File: src/rtl/cpu_pkg.sv
// Shared definitions for the 16-bit pipelined core: ALU encodings, the
// control-bit bundle carried between stages, and its bubble value.
package cpu_pkg;

  typedef enum logic [3:0] {
    ALU_ADD  = 4'h0,
    ALU_SUB  = 4'h1,
    ALU_AND  = 4'h2,
    ALU_OR   = 4'h3,
    ALU_XOR  = 4'h4,
    ALU_SLL  = 4'h5,
    ALU_SRL  = 4'h6,
    ALU_SLT  = 4'h7,
    ALU_PASS = 4'h8
  } alu_op_e;

  localparam logic [3:0] REG_ZERO = 4'h0;

  typedef struct packed {
    logic [3:0] alu_op;
    logic       alusrc;
    logic       regwrite;
    logic       memread;
    logic       memwrite;
    logic       memtoreg;
    logic       halt;
  } ctrl_t;

  localparam ctrl_t CTRL_BUBBLE = '0;

endpackage

File: src/rtl/id_ex_pipe_reg_sat_counter.sv
// Event counter that sticks at all-ones instead of wrapping.
module sat_counter #(
  parameter int CW = 16
) (
  input  logic          clk,
  input  logic          rst_n,
  input  logic          inc,
  output logic [CW-1:0] count
);

  logic [CW-1:0] count_q;

  always_ff @(posedge clk or negedge rst_n) begin
    if (!rst_n)                      count_q <= '0;
    else if (inc && (count_q != '1)) count_q <= count_q + 1'b1;
  end

  assign count = count_q;

endmodule

File: src/rtl/id_ex_pipe_reg.sv
// ID/EX pipeline register: bubbles on flush/stall/halt, WB write-through
// into operands, sticky halt flag and saturating stall/flush counters.
module id_ex_pipe_reg
  import cpu_pkg::*;
#(
  parameter int DW = 16,
  parameter int RW = 4,
  parameter int CW = 16
) (
  input  logic          clk,
  input  logic          rst_n,
  input  logic          stall_n,
  input  logic          flush,
  input  logic          id_valid,
  input  logic [DW-1:0] id_pc,
  input  logic [RW-1:0] id_rs,
  input  logic [RW-1:0] id_rt,
  input  logic [RW-1:0] id_rd,
  input  logic [DW-1:0] id_rs_data,
  input  logic [DW-1:0] id_rt_data,
  input  logic [DW-1:0] id_imm,
  input  logic [3:0]    id_alu_op,
  input  logic          id_alusrc,
  input  logic          id_regwrite,
  input  logic          id_memread,
  input  logic          id_memwrite,
  input  logic          id_memtoreg,
  input  logic          id_halt,
  input  logic          wb_regwrite,
  input  logic [RW-1:0] wb_rd,
  input  logic [DW-1:0] wb_data,
  output logic          ex_valid,
  output logic [DW-1:0] ex_pc,
  output logic [DW-1:0] ex_rs_data,
  output logic [DW-1:0] ex_rt_data,
  output logic [DW-1:0] ex_imm,
  output logic [RW-1:0] ex_rs,
  output logic [RW-1:0] ex_rt,
  output logic [RW-1:0] ex_rd,
  output logic [3:0]    ex_alu_op,
  output logic          ex_alusrc,
  output logic          ex_regwrite,
  output logic          ex_memread,
  output logic          ex_memwrite,
  output logic          ex_memtoreg,
  output logic          ex_halt,
  output logic          halted,
  output logic [CW-1:0] stall_count,
  output logic [CW-1:0] flush_count
);

  logic          valid_q, valid_d;
  logic [DW-1:0] pc_q, pc_d, rs_data_q, rs_data_d, rt_data_q, rt_data_d, imm_q, imm_d;
  logic [RW-1:0] rs_q, rs_d, rt_q, rt_d, rd_q, rd_d;
  ctrl_t         ctrl_q, ctrl_d, id_ctrl;
  logic          halted_q, halted_d;
  logic          load, wt_rs, wt_rt;

  assign id_ctrl = '{alu_op: id_alu_op, alusrc: id_alusrc, regwrite: id_regwrite,
                     memread: id_memread, memwrite: id_memwrite,
                     memtoreg: id_memtoreg, halt: id_halt};

  assign load  = flush == 1'b0 && stall_n && !halted_q;
  // R0 is hardwired, so a WB "write" to it must never be forwarded.
  assign wt_rs = wb_regwrite && (wb_rd != RW'(REG_ZERO)) && (wb_rd == id_rs);
  assign wt_rt = wb_regwrite && (wb_rd != RW'(REG_ZERO)) && (wb_rd == id_rt);

  always_comb begin
    valid_d   = 1'b0;
    pc_d      = '0;
    rs_d      = '0;
    rt_d      = '0;
    rd_d      = '0;
    rs_data_d = '0;
    rt_data_d = '0;
    imm_d     = '0;
    ctrl_d    = CTRL_BUBBLE;
    halted_d  = halted_q;
    if (load) begin
      valid_d   = id_valid;
      pc_d      = id_pc;
      rs_d      = id_rs;
      rt_d      = id_rt;
      rd_d      = id_rd;
      rs_data_d = wt_rs ? wb_data : id_rs_data;
      rt_data_d = wt_rt ? wb_data : id_rt_data;
      imm_d     = id_imm;
      ctrl_d    = id_ctrl;
      halted_d  = halted_q | (id_valid & id_halt);
    end
  end

  always_ff @(posedge clk or negedge rst_n) begin
    if (!rst_n) begin
      valid_q   <= 1'b0;
      pc_q      <= '0;
      rs_q      <= '0;
      rt_q      <= '0;
      rd_q      <= '0;
      rs_data_q <= '0;
      rt_data_q <= '0;
      imm_q     <= '0;
      ctrl_q    <= CTRL_BUBBLE;
      halted_q  <= 1'b0;
    end else begin
      valid_q   <= valid_d;
      pc_q      <= pc_d;
      rs_q      <= rs_d;
      rt_q      <= rt_d;
      rd_q      <= rd_d;
      rs_data_q <= rs_data_d;
      rt_data_q <= rt_data_d;
      imm_q     <= imm_d;
      ctrl_q    <= ctrl_d;
      halted_q  <= halted_d;
    end
  end

  // Flush outranks stall, so a coincident stall is not counted.
  sat_counter #(.CW(CW)) u_stall_cnt (
    .clk(clk), .rst_n(rst_n), .inc(!flush && !stall_n), .count(stall_count));
  sat_counter #(.CW(CW)) u_flush_cnt (
    .clk(clk), .rst_n(rst_n), .inc(flush), .count(flush_count));

  assign ex_valid    = valid_q;
  assign ex_pc       = pc_q;
  assign ex_rs       = rs_q;
  assign ex_rt       = rt_q;
  assign ex_rd       = rd_q;
  assign ex_rs_data  = rs_data_q;
  assign ex_rt_data  = rt_data_q;
  assign ex_imm      = imm_q;
  assign ex_alu_op   = ctrl_q.alu_op;
  assign ex_alusrc   = ctrl_q.alusrc;
  assign ex_regwrite = ctrl_q.regwrite;
  assign ex_memread  = ctrl_q.memread;
  assign ex_memwrite = ctrl_q.memwrite;
  assign ex_memtoreg = ctrl_q.memtoreg;
  assign ex_halt     = ctrl_q.halt;
  assign halted      = halted_q;

endmodule

File: config.mk
export PLATFORM = sky130hd
export DESIGN_NAME = id_ex_pipe_reg
export DESIGN_NICKNAME = d
export VERILOG_FILES = /design/src/rtl/cpu_pkg.sv /design/src/rtl/id_ex_pipe_reg_sat_counter.sv /design/src/rtl/id_ex_pipe_reg.sv
export SDC_FILE = /design/constraint.sdc
export NUM_CORES = 1
export LEC_CHECK = 0
export CAP_MARGIN = 20
export CORE_UTILIZATION = 41
export DETAILED_ROUTE_END_ITERATION = 8
export PLACE_DENSITY = 0.78
export SYNTH_ARGS = -nofsm -noshare
export SYNTH_HDL_FRONTEND = slang
export SYNTH_SLANG_ARGS = --single-unit
File: constraint.sdc
create_clock -name clk -period 2.3 [get_ports clk]
set_clock_uncertainty 0.2 [all_clocks]
set_input_delay 0.575 -clock clk [delete_from_list [all_inputs] [get_ports clk]]
set_output_delay 0.575 -clock clk [all_outputs]
set_load 0.05 [all_outputs]
Yosys cells after proc, flatten, opt, wreduce, memory -nomap -nowiden
Cells that the tools add are included.
{"block": "totals", "register_bits": 120, "input_bits": 112, "out_inout_bits": 120, "wordCells": 50}
{"block": "op_classes", "add_sub_neg": 2, "eq_ne": 4, "n_mux": 11, "bitwise_logic": 3, "reduce_logical": 12}
{"operator": "$mux W16", "n": 6}
{"operator": "$add A16 B1 Y16 const B", "n": 2}
{"operator": "$ne A16 B16 Y1 const B", "n": 2}
{"operator": "$mux W4", "n": 3}
{"operator": "$mux W10", "n": 1}
{"operator": "$eq A4 B4 Y1", "n": 2}
{"operator": "$logic_and A1 B1 Y1", "n": 8}
{"operator": "$reduce_bool A4 Y1", "n": 1}
{"operator": "$logic_not A1 Y1", "n": 3}
{"operator": "$and A1 B1 Y1", "n": 1}
{"operator": "$mux W1", "n": 1}
{"operator": "$not A1 Y1", "n": 1}
{"operator": "$or A1 B1 Y1", "n": 1}

Longest topological paths before layout
Gate-level depths: netlist of run 1.
{"block": "depth", "ltp_word": 5, "ltp_mapped": 6, "mapped_depth_nobuf": 5}

Hierarchy
From an unflattened synthesis of run 1, not the netlist that was laid out.
{"block": "hier_totals", "hier_cells": 396, "hier_area_um2": 4991.0}
{"module": "id_ex_pipe_reg", "n_inst": 1, "cells_each": 252, "area_each_um2": 3271.9, "seq_area_each_um2": 2202.1}
{"module": "sat_counter", "n_inst": 2, "cells_each": 72, "area_each_um2": 859.6, "seq_area_each_um2": 400.4}

Worst setup path after synthesis of run 1
No wires, ideal clock.
{"block": "synth_timing", "path_type": "register to register", "start": "register u_stall_cnt.count_q[0] (netlist: u_stall_cnt.count[0])", "end": "register u_stall_cnt.count_q[12] (netlist: u_stall_cnt.count[12])", "setup_time_ns": 0.125, "arrival_time_ns": 1.969, "path_slack_ns": 0.006, "path_stages_with_launch": 6, "n_path_buf": 0, "cell_sequence": "dfrtp_1 -> ha_1 -> nand3_1 -> or4_1 -> nor2_1 -> mux2_2"}
{"block": "synth_between", "elab_chain_cells": 2}
{"item": "from (decl)", "line": "id_ex_pipe_reg_sat_counter.sv:11", "text": "logic [CW-1:0] count_q;"}
{"item": "from (signal assigned)", "line": "id_ex_pipe_reg_sat_counter.sv:15", "text": "else if (inc && (count_q != '1)) count_q <= count_q + 1'b1;"}
{"item": "branches (longest 2 deep; another with $add A16 B1 Y16)"}
Parallel ways; which one is timed is not known.
A chain may end at the register's enable or synchronous reset.

Worst setup path in the final report of run 1
{"block": "layout_timing", "start": "register u_flush_cnt.count_q[0] (netlist: u_flush_cnt.count[0])", "end": "register u_flush_cnt.count_q[1] (netlist: u_flush_cnt.count[1])"}
{"block": "layout_between", "elab_chain_cells": 2}
{"item": "from (decl)", "line": "id_ex_pipe_reg_sat_counter.sv:11"}
{"item": "from (signal assigned)", "line": "id_ex_pipe_reg_sat_counter.sv:15"}
{"item": "branches (longest 2 deep; another with $add A16 B1 Y16)"}
Parallel ways; which one is timed is not known.

==> flow_summary.rst, run 1 <==
.. list-table::
   :header-rows: 1

   * - Metric
     - Value
   * - Synth Instances
     - 432
   * - Netlist area before placement
     - 4860 um^2
   * - Post-synthesis average cell area
     - 11.2 um^2
   * - Pin count of the biggest net entering global routing
     - 55
   * - Fin. Hold Viols
     - 0
   * - Commonest cells after routing, fill and taps aside
     - dfrtp_1 (120), clkdlybuf4s50_1 (110), buf_4 (65)
   * - Core occupancy in the finished layout
     - 69.4%
   * - Kind of start point of the critical path
     - flop
   * - CTS tree
     - yes
   * - Antenna violations before repair
     - 0
   * - All-layer global routing usage
     - 23.6%
   * - Final routed wire length divided by cell count
     - 16.7 um
   * - Tot Pwr
     - 6970 uW
   * - Share of power burned in the clock network
     - 40.1%
   * - Router iterations before antenna repair
     - 5
   * - Die area
     - 12300 um^2
   * - Static Leakage
     - 0.00397 uW
   * - Final routed wirelength across all metal layers
     - 13900 um
   * - Sequential element share of the synthesized area
     - 61.8%
   * - Cell types occupying the most area after synthesis
     - dfrtp_1 (62%), and2_1 (7.2%), nand3_1 (4.2%)
   * - Total global routing overflow
     - 0
   * - Clock Root Buffer
     - clkbuf_16
   * - Combinational family with the most area after synthesis
     - simple AND/OR/NAND/NOR gates
   * - Power density over cell area
     - 877 nW/um^2
   * - Via total after detailed routing
     - 4352
   * - Share of final-layout standard cells stronger than drive strength 1
     - 16.3%
   * - Max-capacitance violation count
     - 0
   * - Vias in the first global route
     - 4552
   * - Cell-by-cell listing of the critical path
     - ha_1 -> nand2_1 -> or3_1 -> o21ai_2 -> mux2_1
   * - Post-route DRC violation count
     - 0
   * - Synth top area share
     - 61.8%
   * - Share of total power in combinational logic
     - 24.0%
   * - Number of placement rows
     - 39
   * - Max Slew Vio Count
     - 0
   * - Max stage delay on crit path
     - 0.46 ns
   * - Placement-stage cell area
     - 7380 um^2
   * - Synth unique cells
     - 38
   * - Syn nets
     - 546
   * - Worst-path maximum fanout
     - 5
   * - Worst max-slew margin expressed relative to the limit
     - 65.4%
   * - Max VDD drop
     - 0.000955 V
   * - Critical Path End Type
     - flop
   * - Start-to-end type of the worst setup path
     - reg -> reg
   * - Class of the tightest hold or removal check
     - reg -> reg
   * - Clk Latency, worst-skew pair
     - 0.40 ns
   * - Boundary pin count
     - 232
   * - Arrival @ worst endpoint
     - 2.16 ns
   * - Switching share of power
     - 30.9%
   * - Remaining antenna violation count after routing
     - 0
   * - Run status
     - finished clean
   * - First-pass GRT wire length
     - 22700 um
   * - Most frequent standard cell in the layout excluding fill and tap cells
     - dfrtp_1
   * - Clock buffers created by TritonCTS
     - 17
   * - Mux cell area share after synthesis
     - 0.927%
   * - Die width
     - 111 um
   * - Synthesized flop and latch total
     - 120
   * - Total of warnings raised by yosys
     - 0
   * - Mean number of vias per cell
     - 5.21
   * - Hpwl dp
     - 10200 um
   * - WHS
     - 0.317 ns
   * - Setup repair after global routing missed its margin
     - no
   * - Upper clock frequency limit
     - 0.482 GHz
   * - Total of buffers placed on input and output ports
     - 231
   * - Number of buffers added for setup after CTS
     - 0
   * - Number of sinks on the clock net
     - 120
   * - Number of levels the H-tree was split into
     - 4
   * - Time the worst path needs with I/O delays and setup
     - 2.07 ns
   * - Cell type group with the largest total delay on the critical path
     - simple AND/OR/NAND/NOR gates
   * - Basic-gate share of the synthesized area counting and, or, nand and nor cells
     - 20.0%
   * - Initial Utilization
     - 42.4%
   * - Power share of the sequential group
     - 35.9%
   * - Pin slew with the least headroom to its limit
     - 0.515 ns
   * - Total of endpoints with negative setup slack in the final report
     - 0
   * - Ant diodes
     - 0
   * - Reg clk slew, reported paths
     - 0.05 ns
   * - Xor-xnor portion of the synthesized cell area
     - 5.41%
   * - Share of the synthesized area in compound gates (AO/OA/AOI/OAI)
     - 9.30%
   * - Number of buffers on the longest clock path
     - 2
   * - Final net count
     - 794
   * - Height of the die
     - 111 um
   * - Count of routing violations after the opening detailed-route iteration
     - 212
   * - Slowest cell on crit path
     - or3_1
   * - Adder-Cell Fraction of Synth Area
     - 0.515%
   * - Internal
     - 4820 uW
   * - Final critical-path share of the clock period
     - 90.2%
   * - Critical path required time
     - 2.38 ns
   * - Cell type with the highest aggregate area in the netlist
     - dfrtp_1
   * - Setup_tns
     - 0 ns
   * - Area of all placed cells without fillers
     - 7950 um^2
   * - Bufs and invs on worst path
     - 0
   * - Floorplan core area
     - 11500 um^2
   * - Signed area change from the synthesized netlist to the final layout
     - 63.7%
   * - P_sw
     - 2150 uW
   * - Final Wtd Congestion
     - 0.864
## kinds of logic after synthesis
group | after synthesis
and+or+nand+nor | 170
DFF | 120
AOI/OAI and AO/OA | 82
xor gates and xnor gates | 30
buffers and inverters | 24
muxes | 4
adders and majority gates | 2
## registers in the layout, summed over array words and instances, names as in the netlist
register / count
ex_imm: 16
ex_alusrc: 1
ex_alu_op: 4
u_stall_cnt.count: 16
ex_halt: 1
halted: 1
ex_rt: 4
ex_rs_data: 16
ex_memwrite: 1
ex_rs: 4
ex_rd: 4
ex_pc: 16
ex_memread: 1
ex_valid: 1
ex_regwrite: 1
u_flush_cnt.count: 16
ex_rt_data: 16
ex_memtoreg: 1
## synth_stat cells (all sizes together)
cell and n:
clkbuf 18, a41oi 2, a31oi 3, xnor2 16
or4 1, o211ai 1, o21ai 37, or3b 1
buf 4, nand4 9, a21o 1, and3 5
nor3 9, and4 4, a311oi 1, and2 56
o41ai 1, nor3b 1, nor2 15, dfrtp 120
o41a 1, mux2 4, nand3 42, or3 4
inv 2, nor4 7, nand2 16, a21oi 35
ha 2, xor2 14
## power groups by stage
| stage | Clock, uW | Combinational [uW] | Sequential (uW) |
|---|---|---|---|
| floorplan | 0 | 309 | 3150 |
| global placement | 0 | 1680 | 2520 |
| detailed placement | 0 | 1710 | 2530 |
| CTS | 2850 | 1690 | 2500 |
| global route | 2970 | 1770 | 2520 |
| finish | 2800 | 1680 | 2500 |
## layer usage
| layer | wire [um] | track usage (%) | up-vias |
|---|---|---|---|
| li1 | - | - | 1998 |
| met1 | 5250 | 27.7 | 2129 |
| met2 | 7090 | 39.5 | 202 |
| met3 | 1350 | 9.35 | 23 |
| met4 | 261 | 7.91 | 0 |
| met5 | 0 | 0 | - |
## per-stage QoR
| stage | setup slack [ns] | instances |
|---|---|---|
| 2_1_floorplan | 0.00640 | 432 |
| 3_3_place_gp | -0.106 | 803 |
| 3_5_place_dp | -0.151 | 803 |
| 4_1_cts | 0.0000252 | 835 |
| 5_1_grt | 0.124 | 835 |
| 6_report | 0.226 | 835 |
## path summary, 6_finish.rpt
kind / slack, ns / end / start / depth (start not counted)
max: 0.23 / u_flush_cnt.count[1] / u_flush_cnt.count[0] / 5
max in group asynchronous: 0.85 / ex_rs_data[13] / rst_n / 3
min reg2reg: 0.32 / u_flush_cnt.count[15] / u_flush_cnt.count[15] / 1
max reg2reg: 0.23 / u_flush_cnt.count[1] / u_flush_cnt.count[0] / 5
min: 0.32 / u_flush_cnt.count[15] / u_flush_cnt.count[15] / 1
min in group asynchronous: 0.46 / u_stall_cnt.count[12] / rst_n / 2
## what timing repair did
item	in CTS	in global routing
endpoints found under the setup margin	63	4
pin swaps	0	0
gates resized for setup	63	4
endpoints found under the hold margin	31	0
hold buffers	1	0
## area by class of cell
| class | instances | area (um^2) |
|---|---|---|
| Multi-Input combinational cell | 288 | 1770 |
| Inverter | 2 | 7.51 |
| Fill cell | 844 | 3510 |
| Timing Repair Buffer | 251 | 2360 |
| Clock buffer | 23 | 488 |
| Clock inverter | 8 | 143 |
| Sequential cell | 120 | 3000 |
| Tap cell | 143 | 179 |
Power figures use the tool's default switching activity.
==> run 2: changes to the inputs <==
==> constraint.sdc (replaced) <==
create_clock -name clk -period 2.3 [get_ports clk]
set_clock_uncertainty 0.2 [all_clocks]
set_input_delay 0.46 -clock clk [delete_from_list [all_inputs] [get_ports clk]]
set_output_delay 0.46 -clock clk [all_outputs]
set_load 0.05 [all_outputs]
==> flow_summary.rst, run 2 (synthesized netlist as in run 1, its figures left out) <==
.. list-table::
   :header-rows: 1

   * - Metric
     - Value
   * - Max Slew Vio Count
     - 0 (unchanged)
   * - Final net count
     - 794 (unchanged)
   * - Via total after detailed routing
     - 4312 (was 4352)
   * - Final routed wirelength across all metal layers
     - 14200 um (was 13900 um)
   * - Total of buffers placed on input and output ports
     - 231 (unchanged)
   * - Router iterations before antenna repair
     - 5 (unchanged)
   * - Time the worst path needs with I/O delays and setup
     - 2.23 ns (was 2.07 ns)
   * - Total of endpoints with negative setup slack in the final report
     - 0 (unchanged)
   * - Number of buffers on the longest clock path
     - 2 (unchanged)
   * - Switching share of power
     - 31.3% (was 30.9%)
   * - Critical path required time
     - 1.64 ns (was 2.38 ns)
   * - Vias in the first global route
     - 4512 (was 4552)
   * - Placed cell count
     - 803 (unchanged)
   * - Worst-path maximum fanout
     - 1 (was 5)
   * - First-pass GRT wire length
     - 23200 um (was 22700 um)
   * - Class of the tightest hold or removal check
     - reg -> reg (unchanged)
   * - Worst max-slew margin expressed relative to the limit
     - 61.7% (was 65.4%)
   * - Critical Path End Type
     - output port (was flop)
   * - Kind of start point of the critical path
     - flop (unchanged)
   * - Die area
     - 12300 um^2 (unchanged)
   * - Max VDD drop
     - 0.000857 V (was 0.000955 V)
   * - Share of total power in combinational logic
     - 24.5% (was 24.0%)
   * - Share of power burned in the clock network
     - 39.3% (was 40.1%)
   * - Final routed wire length divided by cell count
     - 17.0 um (was 16.7 um)
   * - P_sw
     - 2150 uW (about the same)
   * - Remaining antenna violation count after routing
     - 0 (unchanged)
   * - Power share of the sequential group
     - 36.2% (was 35.9%)
   * - Commonest cells after routing, fill and taps aside
     - clkdlybuf4s50_1 (196), dfrtp_1 (120), and2_1 (56) (was dfrtp_1 (120), clkdlybuf4s50_1 (110), buf_4 (65))
   * - Number of buffers added for setup after CTS
     - 0 (unchanged)
   * - Share of final-layout standard cells stronger than drive strength 1
     - 9.67% (was 16.3%)
   * - Internal
     - 4720 uW (was 4820 uW)
   * - Tot Pwr
     - 6870 uW (was 6970 uW)
   * - Clock Root Buffer
     - clkbuf_16 (unchanged)
   * - Max stage delay on crit path
     - 0.83 ns (was 0.46 ns)
   * - Ant diodes
     - 0 (unchanged)
   * - Number of sinks on the clock net
     - 120 (unchanged)
   * - Clk Latency, worst-skew pair
     - 0.41 ns (was 0.40 ns)
   * - Reg clk slew, reported paths
     - 0.06 ns (was 0.05 ns)
   * - Power density over cell area
     - 852 nW/um^2 (was 877 nW/um^2)
   * - Pin count of the biggest net entering global routing
     - 47 (was 55)
   * - All-layer global routing usage
     - 24.5% (was 23.6%)
   * - Hpwl dp
     - 10400 um (was 10200 um)
   * - Max-capacitance violation count
     - 0 (unchanged)
   * - Total global routing overflow
     - 0 (unchanged)
   * - Count of routing violations after the opening detailed-route iteration
     - 237 (was 212)
   * - Die width
     - 111 um (unchanged)
   * - Pin slew with the least headroom to its limit
     - 0.573 ns (was 0.515 ns)
   * - Post-route DRC violation count
     - 0 (unchanged)
   * - Antenna violations before repair
     - 1 (was 0)
   * - Mean number of vias per cell
     - 5.16 (was 5.21)
   * - Boundary pin count
     - 232 (unchanged)
   * - CTS tree
     - yes (unchanged)
   * - Arrival @ worst endpoint
     - 1.57 ns (was 2.16 ns)
   * - Cell-by-cell listing of the critical path
     - clkdlybuf4s50_1 (was ha_1 -> nand2_1 -> or3_1 -> o21ai_2 -> mux2_1)
   * - Upper clock frequency limit
     - 0.448 GHz (was 0.482 GHz)
   * - Static Leakage
     - 0.00362 uW (was 0.00397 uW)
   * - Number of fill cells
     - 841 (was 844)
   * - Clock buffers created by TritonCTS
     - 17 (unchanged)
   * - Initial Utilization
     - 42.4% (unchanged)
   * - Height of the die
     - 111 um (unchanged)
   * - Number of levels the H-tree was split into
     - 4 (unchanged)
   * - Start-to-end type of the worst setup path
     - reg -> out (was reg -> reg)
   * - Layout Cells excl Fill
     - 836 (was 835)
   * - Most frequent standard cell in the layout excluding fill and tap cells
     - clkdlybuf4s50_1 (was dfrtp_1)
   * - Fin. Hold Viols
     - 0 (unchanged)
   * - Final critical-path share of the clock period
     - 97.0% (was 90.2%)
   * - Floorplan core area
     - 11500 um^2 (unchanged)
   * - Number of placement rows
     - 39 (unchanged)
   * - Signed area change from the synthesized netlist to the final layout
     - 66.1% (was 63.7%)
   * - Bufs and invs on worst path
     - 1 (was 0)
   * - Setup repair after global routing missed its margin
     - no (unchanged)
   * - Final Wtd Congestion
     - 0.869 (was 0.864)
   * - Cell type group with the largest total delay on the critical path
     - buffers and inverters (was simple AND/OR/NAND/NOR gates)
   * - Slowest cell on crit path
     - clkdlybuf4s50_1 (was or3_1)
   * - Run status
     - finished clean (unchanged)
-- run 2: changes by cell type in the layout (fill, tap and decap cells not counted), sizes merged --
cell,previous run,this run
buf,73,26
bufinv,4,3
clkdlybuf4s50,110,196
clkinv,3,6
clkinvlp,1,0
dlygate4sd2,63,28
dlymetal6s2s,4,0
-- run 2: layout make-up --
cell class                 count  area [um^2]  area share, %
sequential                   120         3000           37.2
timing repair buffer         251         2500           31.0
multi-input combinational    288         1770           22.0
clock buffer                  23          488           6.05
tap                          143          179           2.22
clock inverter                 9          120           1.49
inverter                       2         7.51         0.0930
-- run 2: metal layers --
metal,track usage [%],wire [um],vias up
li1,-,-,2002
met1,27.6,5330,2073
met2,41.4,7250,207
met3,9.40,1300,28
met4,10.8,345,2
met5,0,13,-
-- run 2: final timing paths --
check / from / end / cells after the start / slack, ns
max in group asynchronous: rst_n / ex_rt_data[11] / 3 / 0.97
setup reg to reg: u_stall_cnt.count[0] / u_stall_cnt.count[12] / 5 / 0.29
min in group asynchronous: rst_n / u_stall_cnt.count[10] / 2 / 0.34
setup / recovery: ex_rt_data[5] / ex_rt_data[5] / 1 / 0.07
hold reg to reg: u_flush_cnt.count[15] / u_flush_cnt.count[15] / 1 / 0.31
hold / removal: u_flush_cnt.count[15] / u_flush_cnt.count[15] / 1 / 0.31
-- run 2: per-stage QoR --
step	area (um^2)	worst slack [ns]	util (%)	hold WS (ns)	TNS, ns
after floorplan	4860	0.00640	-	-0.0356	0
after global placement	7490	0.0294	65.3	0.224	0
after detailed placement	7490	-0.109	65.3	0.239	-0.109
after CTS	8070	0.0365	70.4	0.314	0
after global routing	8070	0.0165	70.4	0.326	0
final	8070	0.0688	70.4	0.311	0
-- run 2: what timing repair did --
action,4_1_cts,5_1_grt
endpoints found under the hold margin,30,0
setup endpoints to repair,28,0
resized for setup,28,0
hold buffers,1,0
-- run 2: worst reg2reg max path: stages (launching register included) --
cell	delay (ns)
dfrtp_1	0.39
ha_1	0.22
nand3_1	0.17
or4_1	0.46
nor2_1	0.12
mux2_2	0.34
-- run 2: power by group through the flow --
stage | Clock, uW | Combinational (uW) | Sequential, uW
after CTS | 2740 | 1700 | 2490
after global placement | 0 | 1710 | 2520
after detailed placement | 0 | 1740 | 2520
after floorplan | 0 | 309 | 3150
final | 2700 | 1690 | 2490
after global routing | 2840 | 1780 | 2520
==> run 3: changes to the inputs <==
SLEW_MARGIN = 20   (was unset)
==> results of run 3 <==
No change in the layout: final DEF, timing and power equal those of run 2.
